File: src/rtl/accum_table_ctrl.sv
// Accumulator-table sequencer: per-column skewed read/write enables and addresses for one tile.
// Define ACCUM_TBL_CTRL_SKEW_EN to skew column c by c cycles; otherwise all columns run in lockstep.
module accum_table_ctrl #(
    parameter int SYS_ARR_COLS   = 16,
    parameter int NUM_ACCUM_ROWS = 1024,
    parameter int ADDR_W         = $clog2(NUM_ACCUM_ROWS)
) (
    input  logic                           clk,
    input  logic                           reset,
    input  logic                           start,
    input  logic [ADDR_W-1:0]              base_addr,
    input  logic [ADDR_W:0]                num_rows,
    input  logic                           accumulate,
    output logic [SYS_ARR_COLS-1:0]        rd_en,
    output logic [SYS_ARR_COLS-1:0]        wr_en,
    output logic [ADDR_W*SYS_ARR_COLS-1:0] rd_addr,
    output logic [ADDR_W*SYS_ARR_COLS-1:0] wr_addr,
    output logic                           busy,
    output logic                           done
);

`ifdef ACCUM_TBL_CTRL_SKEW_EN
    localparam bit SKEW_EN = 1'b1;
`else
    localparam bit SKEW_EN = 1'b0;
`endif

    localparam int MAX_SKEW = SKEW_EN ? SYS_ARR_COLS - 1 : 0;
    localparam int TW       = ADDR_W + $clog2(SYS_ARR_COLS) + 2;

    localparam logic [1:0] S_IDLE = 2'd0;
    localparam logic [1:0] S_RUN  = 2'd1;
    localparam logic [1:0] S_DONE = 2'd2;

    logic [1:0]                     state, state_nxt;
    logic [TW-1:0]                  t, t_nxt, last_t;
    logic [ADDR_W-1:0]              base_q, base_nxt;
    logic [ADDR_W:0]                num_q, num_nxt;
    logic                           acc_q, acc_nxt;
    logic                           accept;
    logic [TW-1:0]                  skew, rel;
    logic [SYS_ARR_COLS-1:0]        win_q, win_nxt;
    logic [ADDR_W*SYS_ARR_COLS-1:0] waddr_q, waddr_nxt;

    // Outputs are registered from next-state values so t=0 is visible right after acceptance.
    always_comb begin
        accept    = (state == S_IDLE) && start;
        base_nxt  = accept ? base_addr : base_q;
        num_nxt   = accept ? num_rows : num_q;
        acc_nxt   = accept ? accumulate : acc_q;
        last_t    = TW'(num_q) + TW'(MAX_SKEW);
        state_nxt = state;
        t_nxt     = t;
        case (state)
            S_IDLE: begin
                if (start) begin
                    state_nxt = (num_rows == '0) ? S_DONE : S_RUN;
                    t_nxt     = '0;
                end
            end
            S_RUN: begin
                t_nxt = t + TW'(1);
                if (t == last_t) state_nxt = S_DONE;
            end
            S_DONE:  state_nxt = S_IDLE;
            default: state_nxt = S_IDLE;
        endcase

        win_nxt   = '0;
        waddr_nxt = '0;
        skew      = '0;
        rel       = '0;
        for (int c = 0; c < SYS_ARR_COLS; c++) begin
            skew       = SKEW_EN ? TW'(c) : '0;
            rel        = t_nxt - skew;
            win_nxt[c] = (state_nxt == S_RUN) && (t_nxt >= skew) && (rel < TW'(num_nxt));
            waddr_nxt[c*ADDR_W +: ADDR_W] = win_nxt[c] ? base_nxt + rel[ADDR_W-1:0] : '0;
        end
    end

    // Write side replays the previous cycle's read window, giving the one-cycle RMW lag.
    always_ff @(posedge clk or negedge reset) begin
        if (!reset) begin
            state   <= S_IDLE;
            t       <= '0;
            base_q  <= '0;
            num_q   <= '0;
            acc_q   <= 1'b0;
            win_q   <= '0;
            waddr_q <= '0;
            rd_en   <= '0;
            wr_en   <= '0;
            rd_addr <= '0;
            wr_addr <= '0;
            busy    <= 1'b0;
            done    <= 1'b0;
        end else begin
            state   <= state_nxt;
            t       <= t_nxt;
            base_q  <= base_nxt;
            num_q   <= num_nxt;
            acc_q   <= acc_nxt;
            win_q   <= win_nxt;
            waddr_q <= waddr_nxt;
            rd_en   <= acc_nxt ? win_nxt : '0;
            rd_addr <= acc_nxt ? waddr_nxt : '0;
            wr_en   <= win_q;
            wr_addr <= waddr_q;
            busy    <= (state_nxt == S_RUN);
            done    <= (state_nxt == S_DONE);
        end
    end

endmodule

File: config.mk
export PLATFORM = sky130hd
export DESIGN_NAME = accum_table_ctrl
export DESIGN_NICKNAME = d
export VERILOG_FILES = /design/src/rtl/accum_table_ctrl.sv
export SDC_FILE = /design/constraint.sdc
export NUM_CORES = 1
export LEC_CHECK = 0
export ABC_AREA = 1
export CORE_AREA = 2 2 146 148
export CTS_CLUSTER_DIAMETER = 100
export DETAILED_ROUTE_END_ITERATION = 12
export DIE_AREA = 0 0 148 150
export PLACE_DENSITY = 0.71
export SYNTH_ARGS = -nofsm -noshare
export SYNTH_HDL_FRONTEND = slang
export SYNTH_SLANG_ARGS = --single-unit
File: constraint.sdc
create_clock -name clk -period 2.9 [get_ports clk]
set_clock_uncertainty 0.15 [all_clocks]
set_input_delay 0.725 -clock clk [delete_from_list [all_inputs] [get_ports clk]]
set_output_delay 0.725 -clock clk [all_outputs]
set_load 0.005 [all_outputs]
---- Word level (Yosys, flattened, before mapping) ----
Index checks and enable logic that the tools add are counted.
storage, ports and cells
  bits in registers ....................... 540
  bits in writable memories ............... 0
  memories kept ........................... 0
  input port bits ......................... 25
  bits in latches ......................... 0
  bits in read-only memories .............. 0
operators by class
  shift operators ......................... 0
  muxes and demuxes ....................... 12
  bitwise operators ....................... 0
  divide/modulo/power cells ............... 0
  eq/ne operators ......................... 4
  reduce and logical (&&, ||, !) cells .... 5
  add/sub/neg operators ................... 2
  $mul .................................... 0
  magnitude comparators ................... 2
operators by type and width
  operator                 count
  $mux W160                1
  $mux W16                 2
  $pmux W16 S2             1
  $mux W10                 2
  $add A16 B1 Y16 const B  1
  $eq A16 B11 Y1           1
  $ge A16 B1 Y1 const B    1
  $lt A16 B11 Y1           1
  $logic_not A11 Y1        1
  $mux W11                 1
  $add A10 B10 Y10         1
  $mux W2                  3
  $eq A2 B1 Y1 const B     2
  $pmux W2 S2              1
  $logic_and A1 B1 Y1      3
  $eq A2 B2 Y1 const B     1
  $logic_not A2 Y1         1
  $mux W1                  1

---- Longest topological paths before layout ----
  depth in word-level cells ............... 9
  depth in mapped cells ................... 18
  depth with buffers taken out ............ 16

---- Worst setup path before layout ----
OpenSTA, ideal clock, no wires.
  kind .................................... input -> register
  from .................................... input port start
  to ...................................... register waddr_q[156]
  slack ................................... -0.233 ns
  stages on the path ...................... 13
  arrival ................................. 2.858 ns
  path buffers ............................ 2
  required time ........................... 2.625 ns
  cell sequence ........................... nand2_1 -> buf_4 -> clkbuf_1 -> nand2_1 -> nand2_1 -> ha_1 -> inv_1 -> fa_1 -> o21ai_0 -> a21oi_1 -> o21ai_0 -> xor2_1 -> nor2_1
RTL lines
  element                 line  RTL
  start: declaration      10    input logic start,
  $logic_and A1 B1 Y1     47    accept = (state == S_IDLE) && start;
  $mux W10                48    base_nxt = accept ? base_addr : base_q;
  via base_nxt[0]         37    logic [ADDR_W-1:0] base_q, base_nxt;
  $add A10 B10 Y10        -
  $mux W10                -
  via waddr_nxt[106]      43    logic [ADDR_W*SYS_ARR_COLS-1:0] waddr_q, waddr_nxt;
  end signal: assignment  104   waddr_q <= waddr_nxt;
  end: declaration        43
The timed path passes the listed nets, and every way through them passes these cells.

---- Final worst setup path ----
  from .................................... input port start
  to ...................................... register waddr_q[155]
on the way
  cells in the longest elaborated chain, start to end .. 6
RTL lines
  element                            line  RTL
  $mux W16 (*)                       56    if (start) begin
  $pmux W16 S2 (*)                   54    case (state)
  via rel[4]                         41    logic [TW-1:0] skew, rel;
  $ge A16 B1 Y1                      -
  $logic_and A1 B1 Y1 (2 in series)  -
  $mux W10 (*)                       -
  via waddr_nxt[105]                 43
The timed path passes the listed nets; every way through them passes the cells marked *.

==> metrics.md <==
| Metric | Value |
|---|---|
| Synthesized area | `about 6300 µm²` |
| Final setup fails | `0` |
| Starting Density | `between 30 and 40%` |
| Pwr per Cell Area | `1050 nW/µm²` |
| Placer congestion estimate | `~0.91` |
| # DRC | `0` |
| Core area | `20700 µm²` |
| Flop-to-flop setup slack | `230 ps` |
| Inst Count DP | `1172` |
| Critical Path Start Type | `input pin` |
| Combinational share of power | `around 66%` |
| Final wirelength | `16100 µm` |
| Worst r2r path cells | `12` |
| Seq/Total Area, Yosys | `29.7%` |
| Max H-tree Level | `3` |
| Pint | `5.98 mW` |
| Vias per cell | `about 4.0` |
| Antenna Nets Post-Route | `0` |
| DIE HEIGHT | `150 µm` |
| Final Hold Fails | `0` |
| Clock root buffer | `clkbuf_16` |
| Worst Hold Launch | `waddr_q[150]` |
| CTS clk-pin slew, worst paths | `60 ps` |
| Async set-reset flop share out of synthesis | `100%` |
| Setup TNS | `0 ps` |
| Worst-case vdd ir drop | `about 0.33 mV` |
| # nets final | `between 900 and 1000` |
| WHS Endpoint | `wr_addr[150]` |
| Post-synth EDFFs | `0` |
| Share of cells above drive strength 1 | `12.5%` |
| FF-to-FF End | `rd_addr[149]` |
| Post-DP HPWL | `~13000 µm` |
| N_diodes | `0` |
| Reg power frac | `between 20% and 30%` |
| TritonCTS clock tree | `yes` |
| Syn_nets | `848` |
| Cell variety after synth | `40` |
| Clock tree buffer depth | `2` |
| Ordered list of cells on the worst path | `dlygate4sd2_1, nand2_2, inv_2, buf_4, a21oi_1, o21a_1, ha_1, a21oi_1, nand2_1, a21oi_2, buf_4, xor2_1, nor2_1` |
| Clock power frac | `11.9%` |
| P&R area growth vs syn | `38.0%` |
| Non-Filler Instances | `1190` |
| Post-synthesis sequential element count | `75` |
| CTS buffer count | `9` |
| Rel. slew slack | `between 50% and 60%` |
| Sink Count | `75` |
| Worst R2R Start | `t[8]` |
| First-pass GRT wire length | `roughly 24000 µm` |
| Layout Utilization | `42.1%` |
| Largest net degree at the start of global routing | `50` |
| Required @ worst endpoint | `2970 ps` |
| CP max-delay cell | `ha_1` |
| Worst min path class | `flop to flop` |
| Maxcap violations | `0` |
| Outcome | `complete, no violations` |
| Vias | `4802` |
| Fill cell count | `2067` |
| Initial antenna violation count | `0` |
| Synth warn | `0` |
| Worst setup path class | `input pin to flop` |
| Port Buffers | `between 300 and 400` |
| Final worst path period share | `92.6%` |
| Psw | `3.14 mW` |
| Congestion Overflow GR | `0` |
| Die width | `around 150 µm` |
| Crit path DAT | `2760 ps` |
| Cell count after synthesis | `approximately 800` |
| Sw frac | `34.4%` |
| I/O pin count | `379` |
| Post-DR wirelength/cell | `13.6 µm` |
| Slew of the pin with the lowest slew margin | `638 ps` |
| Vias in the first global route | `4356` |
| Hold path cells | `0` |
| Max-slew violations | `0` |
| Hold_ws | `194 ps` |
| Max stage delay on crit path | `280 ps` |
| CP endpoint kind | `flop` |
| P_leak | `3.90 nW` |
| Primary FF master, synth | `dfrtp_1` |
| Fin crit period | `roughly 2700 ps` |
| Synth Area per Inst | `approximately 7.9 µm²` |
| Initial drt markers | `126` |
| Die area | `22200 µm²` |
| RSZ-0062 raised after global routing | `false` |
| FMAX | `372 MHz` |
| Worst-Skew Late Latency | `340 ps` |
| Post-CTS Hold Fix Bufs | `0` |
| Pre-antenna DRT Iters | `4` |
| FP Rows | `53` |
| GRT Resource Usage Total | `~13%` |
| CP Max Fanout | `7` |
==> layer usage <==
layer / wire [µm] / track usage, %
met4: 143 / 3.00
met2: 8490 / 25.0
met3: 903 / 2.41
met5: 0 / 0
met1: 6600 / 16.1
==> power groups by stage <==
stage / combinational (mW) / clock, mW / sequential, mW
after floorplan: 3.94 / 0 / 1.90
after global placement: 5.92 / 0 / 2.07
after detailed placement: 5.97 / 0 / 2.11
after CTS: 5.99 / 1.12 / 2.09
after global routing: 6.47 / 1.16 / 2.17
final: 5.97 / 1.09 / 2.06
==> what timing repair did <==
| action | 4_1_cts | 5_1_grt |
|---|---|---|
| endpoints found under the hold margin | 0 | 0 |
| resized for setup | 5 | 17 |
| setup endpoints to repair | 14 | 21 |
| pin swaps | 3 | 4 |
| setup buffers | 0 | 3 |
==> synth_stat cells, types with 2 or more instances <==
library cell / count / area [µm²]
buf_4: 331 / 2480
nand2_1: 139 / 522
dfrtp_1: 75 / 1880
inv_1: 63 / 236
nor2_1: 45 / 169
nand3_1: 22 / 110
o21ai_0: 21 / 105
ha_1: 20 / 250
a21oi_1: 12 / 60.1
nor2_2: 11 / 68.8
nand4_1: 8 / 50.1
xor2_1: 7 / 61.3
inv_2: 6 / 22.5
buf_2: 4 / 20.0
clkbuf_1: 4 / 15.0
nor3_1: 3 / 15.0
xnor2_1: 3 / 26.3
nand2_2: 2 / 12.5
o21ai_1: 2 / 10.0
o21bai_1: 2 / 15.0
o22ai_1: 2 / 12.5
or2_2: 2 / 12.5
==> placed cells by master, fill, tap and decap left out, types with 4 or more instances in the layout <==
master,instances
nand2_1,137
a21oi_1,11
clkbuf_16,9
nand2_2,4
ha_1,19
nand4_1,8
dfrtp_1,73
nor2_2,13
inv_1,63
xor2_1,6
buf_4,61
inv_2,6
nor2_1,42
nand3_1,22
o21ai_1,7
clkdlybuf4s50_1,376
o21ai_0,15
==> registers in the layout, indices dropped and copies added, names as in the netlist, 2 cells and up <==
| name | count |
|---|---|
| state | 2 |
| num_q | 11 |
| wr_addr | 10 |
| waddr_q | 10 |
| t | 16 |
| rd_addr | 10 |
| base_q | 10 |
==> cells by family after synthesis <==
family / after synthesis / synth area share [%]
and+or+nand+nor: 238 / 16.0
DFF: 75 / 29.7
buffers and inverters: 410 / 44.3
AOI/OAI and AO/OA: 48 / 4.32
xor gates and xnor gates: 10 / 1.39
adders and majority gates: 21 / 4.28
==> how the worst max path moves through the flow <==
stage / endpoint / startpoint / cells after the start
after floorplan: waddr_q[156] / start / 13
after global placement: waddr_q[157] / start / 13
after detailed placement: waddr_q[157] / start / 14
after CTS: waddr_q[157] / state[0] / 14
after global routing: rd_addr[149] / t[0] / 14
final: waddr_q[155] / start / 13
==> worst max-delay path, delay by kind of cell <==
family / cells / cell delay, ps
buffers and inverters: 4 / 640
xor gates and xnor gates: 1 / 200
and+or+nand+nor: 3 / 260
AOI/OAI and AO/OA: 4 / 640
adders and majority gates: 1 / 280
==> metrics by stage <==
step | worst slack (ps) | total power [mW] | instance area (µm²)
3_3_place_gp | -427 | 7.99 | 8340
3_5_place_dp | -475 | 8.08 | 8340
6_report | 214 | 9.12 | 8710
2_1_floorplan | 12.0 | 5.84 | 6320
5_1_grt | 8.22 | 9.81 | 8710
4_1_cts | 132 | 9.20 | 8630
==> final cells by class <==
class | instances | area, µm² | area share [%]
repair buffers | 438 | 4230 | 48.5
flip-flops and latches | 75 | 1880 | 21.6
multi-input cells | 317 | 1710 | 19.7
well taps | 275 | 344 | 3.95
inverters | 70 | 263 | 3.02
clock buffers | 10 | 229 | 2.63
clock inverters | 5 | 55.1 | 0.632
No activity file was read; power rests on OpenSTA's default activity.
